### src/rtl/cursor_operate_pkg.sv
// Purpose: shared constants and types for the cursor/selection engine.
//   COORD_W      width of a board coordinate
//   OP_W         width of the command opcode
//   GRID_*_DEF   default board dimensions
//   OP_*         command opcodes (111 is reserved and treated as NOP)
package cursor_operate_pkg;

    localparam int unsigned COORD_W    = 4;
    localparam int unsigned OP_W       = 3;
    localparam int unsigned GRID_W_DEF = 8;
    localparam int unsigned GRID_H_DEF = 8;

    localparam logic [OP_W-1:0] OP_NOP    = 3'd0;
    localparam logic [OP_W-1:0] OP_UP     = 3'd1;
    localparam logic [OP_W-1:0] OP_DOWN   = 3'd2;
    localparam logic [OP_W-1:0] OP_LEFT   = 3'd3;
    localparam logic [OP_W-1:0] OP_RIGHT  = 3'd4;
    localparam logic [OP_W-1:0] OP_SELECT = 3'd5;
    localparam logic [OP_W-1:0] OP_ELIM   = 3'd6;

    // Registered cursor state as seen by the board controller.
    typedef struct packed {
        logic [COORD_W-1:0] x;
        logic [COORD_W-1:0] y;
        logic               selected;
        logic               eliminate;
    } cursor_state_t;

endpackage

### src/rtl/cursor_operate_if.sv
// Purpose: command/result bundle between the board controller and the cursor engine.
//   x, y, selected, operation       : current cursor state and command (controller -> engine)
//   new_x, new_y, new_selected,
//   if_eliminate                    : registered results (engine -> controller)
// Modports: master = board controller side, slave = cursor engine side.
interface cursor_operate_if;
    import cursor_operate_pkg::*;

    logic [COORD_W-1:0] x;
    logic [COORD_W-1:0] y;
    logic               selected;
    logic [OP_W-1:0]    operation;
    logic [COORD_W-1:0] new_x;
    logic [COORD_W-1:0] new_y;
    logic               new_selected;
    logic               if_eliminate;

    modport master (
        output x, y, selected, operation,
        input  new_x, new_y, new_selected, if_eliminate
    );

    modport slave (
        input  x, y, selected, operation,
        output new_x, new_y, new_selected, if_eliminate
    );

endinterface

### src/rtl/cursor_operate_step.sv
// Purpose: combinational next-coordinate for one axis (module cursor_step).
//   value_i   current coordinate (may be out of range)
//   max_i     largest legal coordinate on this axis
//   inc_i     step +1 this cycle
//   dec_i     step -1 this cycle
//   wrap_i    1: wrap around at the edges, 0: clamp at the edges
//   next_c_o  resulting coordinate (combinational)
module cursor_step
    import cursor_operate_pkg::*;
(
    input  logic [COORD_W-1:0] value_i,
    input  logic [COORD_W-1:0] max_i,
    input  logic               inc_i,
    input  logic               dec_i,
    input  logic               wrap_i,
    output logic [COORD_W-1:0] next_c_o
);

    logic [COORD_W-1:0] value_lim;

    // Out-of-range inputs are pulled to the last legal position before stepping.
    assign value_lim = (value_i > max_i) ? max_i : value_i;

    always_comb begin
        next_c_o = value_lim;
        if (inc_i) begin
            if (value_lim == max_i) begin
                next_c_o = wrap_i ? '0 : value_lim;
            end else begin
                next_c_o = value_lim + COORD_W'(1);
            end
        end else if (dec_i) begin
            if (value_lim == '0) begin
                next_c_o = wrap_i ? max_i : value_lim;
            end else begin
                next_c_o = value_lim - COORD_W'(1);
            end
        end
    end

endmodule

### src/rtl/cursor_operate.sv
// Purpose: cursor/selection engine; applies one command per clock to the cursor
// position and selection flag and registers the result (1-cycle latency).
//   clk     system clock, rising edge
//   rst     asynchronous active-high reset; clears all outputs
//   cur_io  cursor_operate_if.slave: x/y/selected/operation in,
//           new_x/new_y/new_selected/if_eliminate out (all registered)
// Parameters: GRID_W, GRID_H board dimensions (each <= 16).
// Build option: define CURSOR_WRAP_EN to make moves wrap at the board edges
// instead of clamping.
module cursor_operate
    import cursor_operate_pkg::*;
#(
    parameter int unsigned GRID_W = GRID_W_DEF,
    parameter int unsigned GRID_H = GRID_H_DEF
) (
    input  logic             clk,
    input  logic             rst,
    cursor_operate_if.slave  cur_io
);

    localparam logic [COORD_W-1:0] X_MAX = COORD_W'(GRID_W - 1);
    localparam logic [COORD_W-1:0] Y_MAX = COORD_W'(GRID_H - 1);

`ifdef CURSOR_WRAP_EN
    localparam logic WRAP_EN = 1'b1;
`else
    localparam logic WRAP_EN = 1'b0;
`endif

    cursor_state_t      state_q;
    cursor_state_t      state_d;
    logic [COORD_W-1:0] x_next;
    logic [COORD_W-1:0] y_next;
    logic               x_inc;
    logic               x_dec;
    logic               y_inc;
    logic               y_dec;

    // Opcode decode into per-axis step requests (UP lowers y, DOWN raises y).
    assign y_dec = (cur_io.operation == OP_UP);
    assign y_inc = (cur_io.operation == OP_DOWN);
    assign x_dec = (cur_io.operation == OP_LEFT);
    assign x_inc = (cur_io.operation == OP_RIGHT);

    cursor_step u_step_x (
        .value_i  (cur_io.x),
        .max_i    (X_MAX),
        .inc_i    (x_inc),
        .dec_i    (x_dec),
        .wrap_i   (WRAP_EN),
        .next_c_o (x_next)
    );

    cursor_step u_step_y (
        .value_i  (cur_io.y),
        .max_i    (Y_MAX),
        .inc_i    (y_inc),
        .dec_i    (y_dec),
        .wrap_i   (WRAP_EN),
        .next_c_o (y_next)
    );

    // Selection and elimination: ELIM consumes the selection and fires only if one existed.
    always_comb begin
        state_d.x         = x_next;
        state_d.y         = y_next;
        state_d.selected  = cur_io.selected;
        state_d.eliminate = 1'b0;
        case (cur_io.operation)
            OP_SELECT: state_d.selected = ~cur_io.selected;
            OP_ELIM: begin
                state_d.eliminate = cur_io.selected;
                state_d.selected  = 1'b0;
            end
            default: ;
        endcase
    end

    // Output registers.
    always_ff @(posedge clk or posedge rst) begin
        if (rst) begin
            state_q <= '0;
        end else begin
            state_q <= state_d;
        end
    end

    assign cur_io.new_x        = state_q.x;
    assign cur_io.new_y        = state_q.y;
    assign cur_io.new_selected = state_q.selected;
    assign cur_io.if_eliminate = state_q.eliminate;

endmodule

### src/flat_wrapper.sv
// flat-port wrapper written by rule: the top's interface ports become plain ports
module cursor_operate_flat import cursor_operate_pkg::*;
#(
    parameter int unsigned GRID_W = GRID_W_DEF,
    parameter int unsigned GRID_H = GRID_H_DEF
)
  (clk, rst, cur_io_x, cur_io_y, cur_io_selected, cur_io_operation, cur_io_new_x, cur_io_new_y, cur_io_new_selected, cur_io_if_eliminate);
  cursor_operate_if cur_io_i ();
  input  logic clk;
  input  logic rst;
  input wire logic [$bits(cur_io_i.x)-1:0] cur_io_x;
  input wire logic [$bits(cur_io_i.y)-1:0] cur_io_y;
  input wire logic [$bits(cur_io_i.selected)-1:0] cur_io_selected;
  input wire logic [$bits(cur_io_i.operation)-1:0] cur_io_operation;
  output wire logic [$bits(cur_io_i.new_x)-1:0] cur_io_new_x;
  output wire logic [$bits(cur_io_i.new_y)-1:0] cur_io_new_y;
  output wire logic [$bits(cur_io_i.new_selected)-1:0] cur_io_new_selected;
  output wire logic [$bits(cur_io_i.if_eliminate)-1:0] cur_io_if_eliminate;
  assign cur_io_i.x = cur_io_x;
  assign cur_io_i.y = cur_io_y;
  assign cur_io_i.selected = cur_io_selected;
  assign cur_io_i.operation = cur_io_operation;
  assign cur_io_new_x = cur_io_i.new_x;
  assign cur_io_new_y = cur_io_i.new_y;
  assign cur_io_new_selected = cur_io_i.new_selected;
  assign cur_io_if_eliminate = cur_io_i.if_eliminate;
  cursor_operate #(.GRID_W(GRID_W), .GRID_H(GRID_H)) u_core (.clk(clk), .rst(rst), .cur_io(cur_io_i));
endmodule
### config.mk
export PLATFORM = sky130hd
export DESIGN_NAME = cursor_operate_flat
export DESIGN_NICKNAME = d
export VERILOG_FILES = /design/src/rtl/cursor_operate_pkg.sv /design/src/rtl/cursor_operate_if.sv /design/src/rtl/cursor_operate_step.sv /design/src/rtl/cursor_operate.sv /design/src/flat_wrapper.sv
export SDC_FILE = /design/constraint.sdc
export NUM_CORES = 1
export LEC_CHECK = 0
export ABC_AREA = 1
export CORE_UTILIZATION = 50
export CTS_CLUSTER_SIZE = 16
export DETAILED_ROUTE_END_ITERATION = 7
export PLACE_DENSITY = 0.77
export SETUP_SLACK_MARGIN = 0.5
export SYNTH_ARGS = -nofsm -noshare
export SYNTH_HDL_FRONTEND = slang
export SYNTH_HIERARCHICAL = 1
export SYNTH_SLANG_ARGS = --single-unit
export TNS_END_PERCENT = 50
### constraint.sdc
create_clock -name clk -period 0.8 [get_ports clk]
set_input_delay 0.16 -clock clk [delete_from_list [all_inputs] [get_ports clk]]
set_output_delay 0.16 -clock clk [all_outputs]
set_load 0.02 [all_outputs]
==> impl_metrics.yaml, run 1 <==
cts:
  htree_num_levels: 1
  cts_buffers: 3
  cts_hold_repair.buffers: 0
  root_buffer: "clkbuf_4"
  clock_path_buffers: 2
  cts.sinks: 10
yosys:
  synth_top_family_by_area: "simple AND/OR/NAND/NOR gates"
  muxShareOfSynthArea: 0
  synth-xor-area-share: 0.01045
  syn_inst: 276
  synth-simple-area-share: 0.5619
  ys_warn_count: 6
  synth_adder_area_share: 0.08955
  synth_seq_cells: 10
  synthesis.area_sq_um: 1677
  ys_seq_area_frac: 0.1493
  syn_avg_cell_area_sq_um: 6.075
  ys_types: 23
  synth-compound-area-share: 0.06269
floorplanning:
  io_pins: 24
  placementRows: 20
  die_width_microns: 59.91
  dieHeight_microns: 59.91
  start_util: 0.5360
placement:
  hpwl_mm: 3.703
  gp_congestion: 0.9039
  io_buffer_count: 23
global_route:
  overflow: 248
  grt_max_degree: 11
  grtUsageTotal: 0.9264
sta:
  crit_endpoint: "u_core/cur_io.new_y[0]$_DFF_PP0_/D"
  worst-ep-kind: "register input"
run_status:
  stop_stage: "global routing"
  error_line: "[ERROR GRT-0232] Routing congestion too high. Check the congestion heatmap in the GUI."
  status: "aborted with a tool error"
cells by family after synthesis:
group,after synthesis
simple gates,184
compound gates,18
flops,10
buf+inv,48
xor+xnor,2
fa+ha+maj,12
other cells,2
repair_timing:
item,4_1_cts
hold endpoints to repair,0
setup endpoints to repair,30
pin swaps,39
gates resized for setup,149
setup buffers,9
routing by layer:
layer,track usage,GRT overflow
met4,1.163,77
met1,0.8344,0
met3,0.6126,0
met2,1.240,171
met5,0.09524,0
cell usage after synthesis:
cell / number / area (sq um)
nand2_1: 91 / 341.6
inv_1: 43 / 161.4
nand3_1: 42 / 210.2
nand2_2: 13 / 81.33
ha_1: 12 / 150.1
dfrtp_1: 10 / 250.2
nand2_4: 9 / 101.4
nor2_1: 9 / 33.78
nand3_2: 7 / 70.07
o21ai_0: 7 / 35.03
nor2_4: 5 / 56.30
a21oi_1: 4 / 20.02
o21ai_2: 4 / 35.03
inv_2: 3 / 11.26
nand4_1: 3 / 18.77
nor3_1: 3 / 15.01
o21ai_1: 3 / 15.01
conb_1: 2 / 7.510
xor2_1: 2 / 17.52
buf_12: 1 / 20.02
buf_6: 1 / 11.26
nand3b_1: 1 / 7.510
nor2_2: 1 / 6.260
metrics by stage:
stage	std cells	instance area [sq um]	utilization	hold WS (ns)	worst slack [ns]
after floorplan	307	1963	-	0.0001782	-1.000
after global placement	423	2625	0.8392	0.4474	-1.430
after detailed placement	423	2625	0.8392	0.4584	-1.499
after CTS	435	2843	0.9088	0.1377	-0.7651
==> inputs of run 2 (changes only) <==
CORE_UTILIZATION = 40   (was 50)
CTS_CLUSTER_SIZE = not set   (was 16)
PLACE_DENSITY = not set   (was 0.77)
PLACE_DENSITY_LB_ADDON = 0.15   (was not set)
SETUP_SLACK_MARGIN = not set   (was 0.5)
clock period = 1 ns   (was 0.8 ns; I/O delays follow)
==> impl_metrics.yaml, run 2 <==
run_status:
  status: "finished with violations"
  violations: "negative setup slack"
sta:
  setup_ws_ns: -0.6384
  rsz0062_at_grt: "yes"
  fmax_ghz: 0.6103
  timing.final.hold_violations: 0
  period_share: 1.638
  finalSetupViolCount: 8
  final_max_slew_viol_count: 0
  period_needed_ns: 1.638
power_and_ir_drop:
  swShare: 0.4148
  power_density_nw_per_um2: 996.5
  ir_drop_v: 0.0005319
  p_leak_nw: 1.597
  combinationalPowerShare: 0.666
  seq_power_share: 0.165
  p_sw_w: 0.001206
  intPower_w: 0.001702
  p_clk_frac: 0.168
critical_path:
  crit_family: "simple AND/OR/NAND/NOR gates"
  crit_chain: "buf_8 -> ha_4 -> nand2_2 -> inv_2 -> nand2_2 -> nand2_4 -> nand2_4 -> nand2_4 -> nand2_4 -> inv_4 -> ha_4 -> nand3_4 -> nor2_4 -> inv_2 -> nand2_1 -> nand3_1 -> nand2_1 -> nand2_1"
  worstPathArrival_ns: 1.76
  cp_slowest_stage_delay_ns: 0.25
  cp-startpoint: "cur_io_x[3]"
  crit_type: "input pin to register"
  end_kind: "register"
  path_buf_inv: 4
  crit_slowest_cell: "ha_4"
  worstPathRequired_ns: 1.12
  start_kind: "input pin"
  cp_max_fo: 5
  cp_common_cell: "nand2_4"
floorplanning:
  dieArea_sq_um: 4454
  coreArea_sq_um: 4000
  io_pins: 24
  dieHeight_microns: 66.74
  die_width_microns: 66.74
  start_util: 0.4191
  placementRows: 23
detailed_routing:
  drt_iter0_markers: 56
  ant_nets: 0
  drc: 0
  vias_per_cell: 4.382
  postRouteWirelength_mm: 4.389
  first_pass_iters: 4
  wl_per_cell_microns: 9.797
  dr_total_vias: 1963
yosys:
  synthesis.area_sq_um: 1677
  ys_seq_area_frac: 0.1493
  syn_avg_cell_area_sq_um: 6.075
  synth_ff_type: "dfrtp_1"
  synth_edf_count: 0
  ys_warn_count: 6
  yosysTopAreaCell: "nand2_1"
  yosysMostFrequentCell: "nand2_1"
  synth_area_leaders: "nand2_1, dfrtp_1, nand3_1, inv_1, ha_1"
  synth_seq_cells: 10
  syn_inst: 276
  synth_top_area_share: 0.2037
  async_flop_share: 1.000
  synthTopCellsByCount: "nand2_1, inv_1, nand3_1"
  ys_types: 23
global_route:
  grt_pass1_vias: 1833
  antenna_found_initial: 0
  grtUsageTotal: 0.2168
  grt_pass1_wl_mm: 7.500
  grt_max_degree: 11
  overflow: 0
placement:
  hpwl_mm: 3.367
  pre_cts_slack_ns: -1.319
  io_buffer_count: 23
  gp_congestion: 0.8272
  dp_cells: 432
cts:
  root_buffer: "clkbuf_8"
  path_clk_slew_ns: 0.05
  cts_hold_repair.buffers: 0
  clock_path_buffers: 2
  cts.sinks: 10
  cts_tree: "done"
  htree_num_levels: 1
  cts_buffers: 3
finish:
  instances_no_fill: 448
  antenna_cells: 0
  layout_common_cells: "nand2_1, buf_4, nand3_1"
  final_common_cell: "nand2_1"
  syn2layout_area_growth_pct: 74.10
  num-nets-final: 425
  drive_above_1_share: 0.4472
run:
  maxCapViolCount: 0
hold_path:
  hold_class: "input pin to asynchronous set/reset pin"
run 2: cell counts after synthesis:
Identical to the previous run, type by type.
run 2: routing by layer:
| layer | part of all wire | track usage |
|---|---|---|
| met2 | 0.52 | 0.3965 |
| met1 | 0.45 | 0.2620 |
| met3 | 0.021 | 0.01370 |
| met4 | 0.012 | 0.07713 |
| met5 | 0 | 0 |
run 2: final cells by class:
class	instances	area (sq um)
clock buffer	4	55.05
tap	50	62.56
sequential	10	250.2
inverter	46	182.7
fill	352	1081
timing repair buffer	89	699.4
multi-input combinational	249	1669
run 2: cell families (layout without fill, tap and decap cells):
kind of cell               Yosys count  count (layout)  synth area share
AOI/OAI and AO/OA                   18              18           0.06268
other                                2              33          0.004479
xor gates and xnor gates             2               2           0.01045
and+or+nand+nor                    184             184            0.5619
DFF                                 10              10            0.1493
buffers and inverters               48             139            0.1216
adders and majority gates           12              12           0.08955
run 2: worst paths after layout:
check                                                  endpoint  slack (ns)  depth (start not counted)
min in group clk           u_core/cur_io.if_eliminate$_DFF_PP0_        0.41                          4
worst max-delay path           u_core/cur_io.new_x[1]$_DFF_PP0_       -0.64                         18
max in group asynchronous      u_core/cur_io.new_x[0]$_DFF_PP0_        0.50                          2
worst min-delay path           u_core/cur_io.new_y[1]$_DFF_PP0_        0.24                          2
run 2: timing repair:
action                                  4_1_cts  5_1_grt
resized for setup                           114       21
pin swaps                                    40       27
buffers inserted                             10        3
endpoints found under the setup margin       18        9
run 2: through the flow:
stage / power (W) / setup TNS (ns) / util / area, sq um / hold WS (ns)
floorplan: 0.001567 / -6.330 / - / 1936 / 0.04018
global placement: 0.002165 / -11.15 / 0.6506 / 2603 / 0.4854
detailed placement: 0.002190 / -11.58 / 0.6506 / 2603 / 0.5005
CTS: 0.002819 / -4.843 / 0.7066 / 2826 / 0.2580
global route: 0.003160 / -5.750 / 0.7297 / 2919 / 0.2977
finish: 0.002909 / -4.887 / 0.7297 / 2919 / 0.2414
run 2: power groups by stage:
stage	sequential, W	combinational (W)	clock, W
after global placement	0.000488	0.00168	0
after floorplan	0.000574	0.000993	0
after CTS	0.000482	0.00184	0.000500
final	0.000480	0.00194	0.000490
after global routing	0.000487	0.00215	0.000520
after detailed placement	0.000491	0.00170	0
Power figures use the tool's default switching activity.
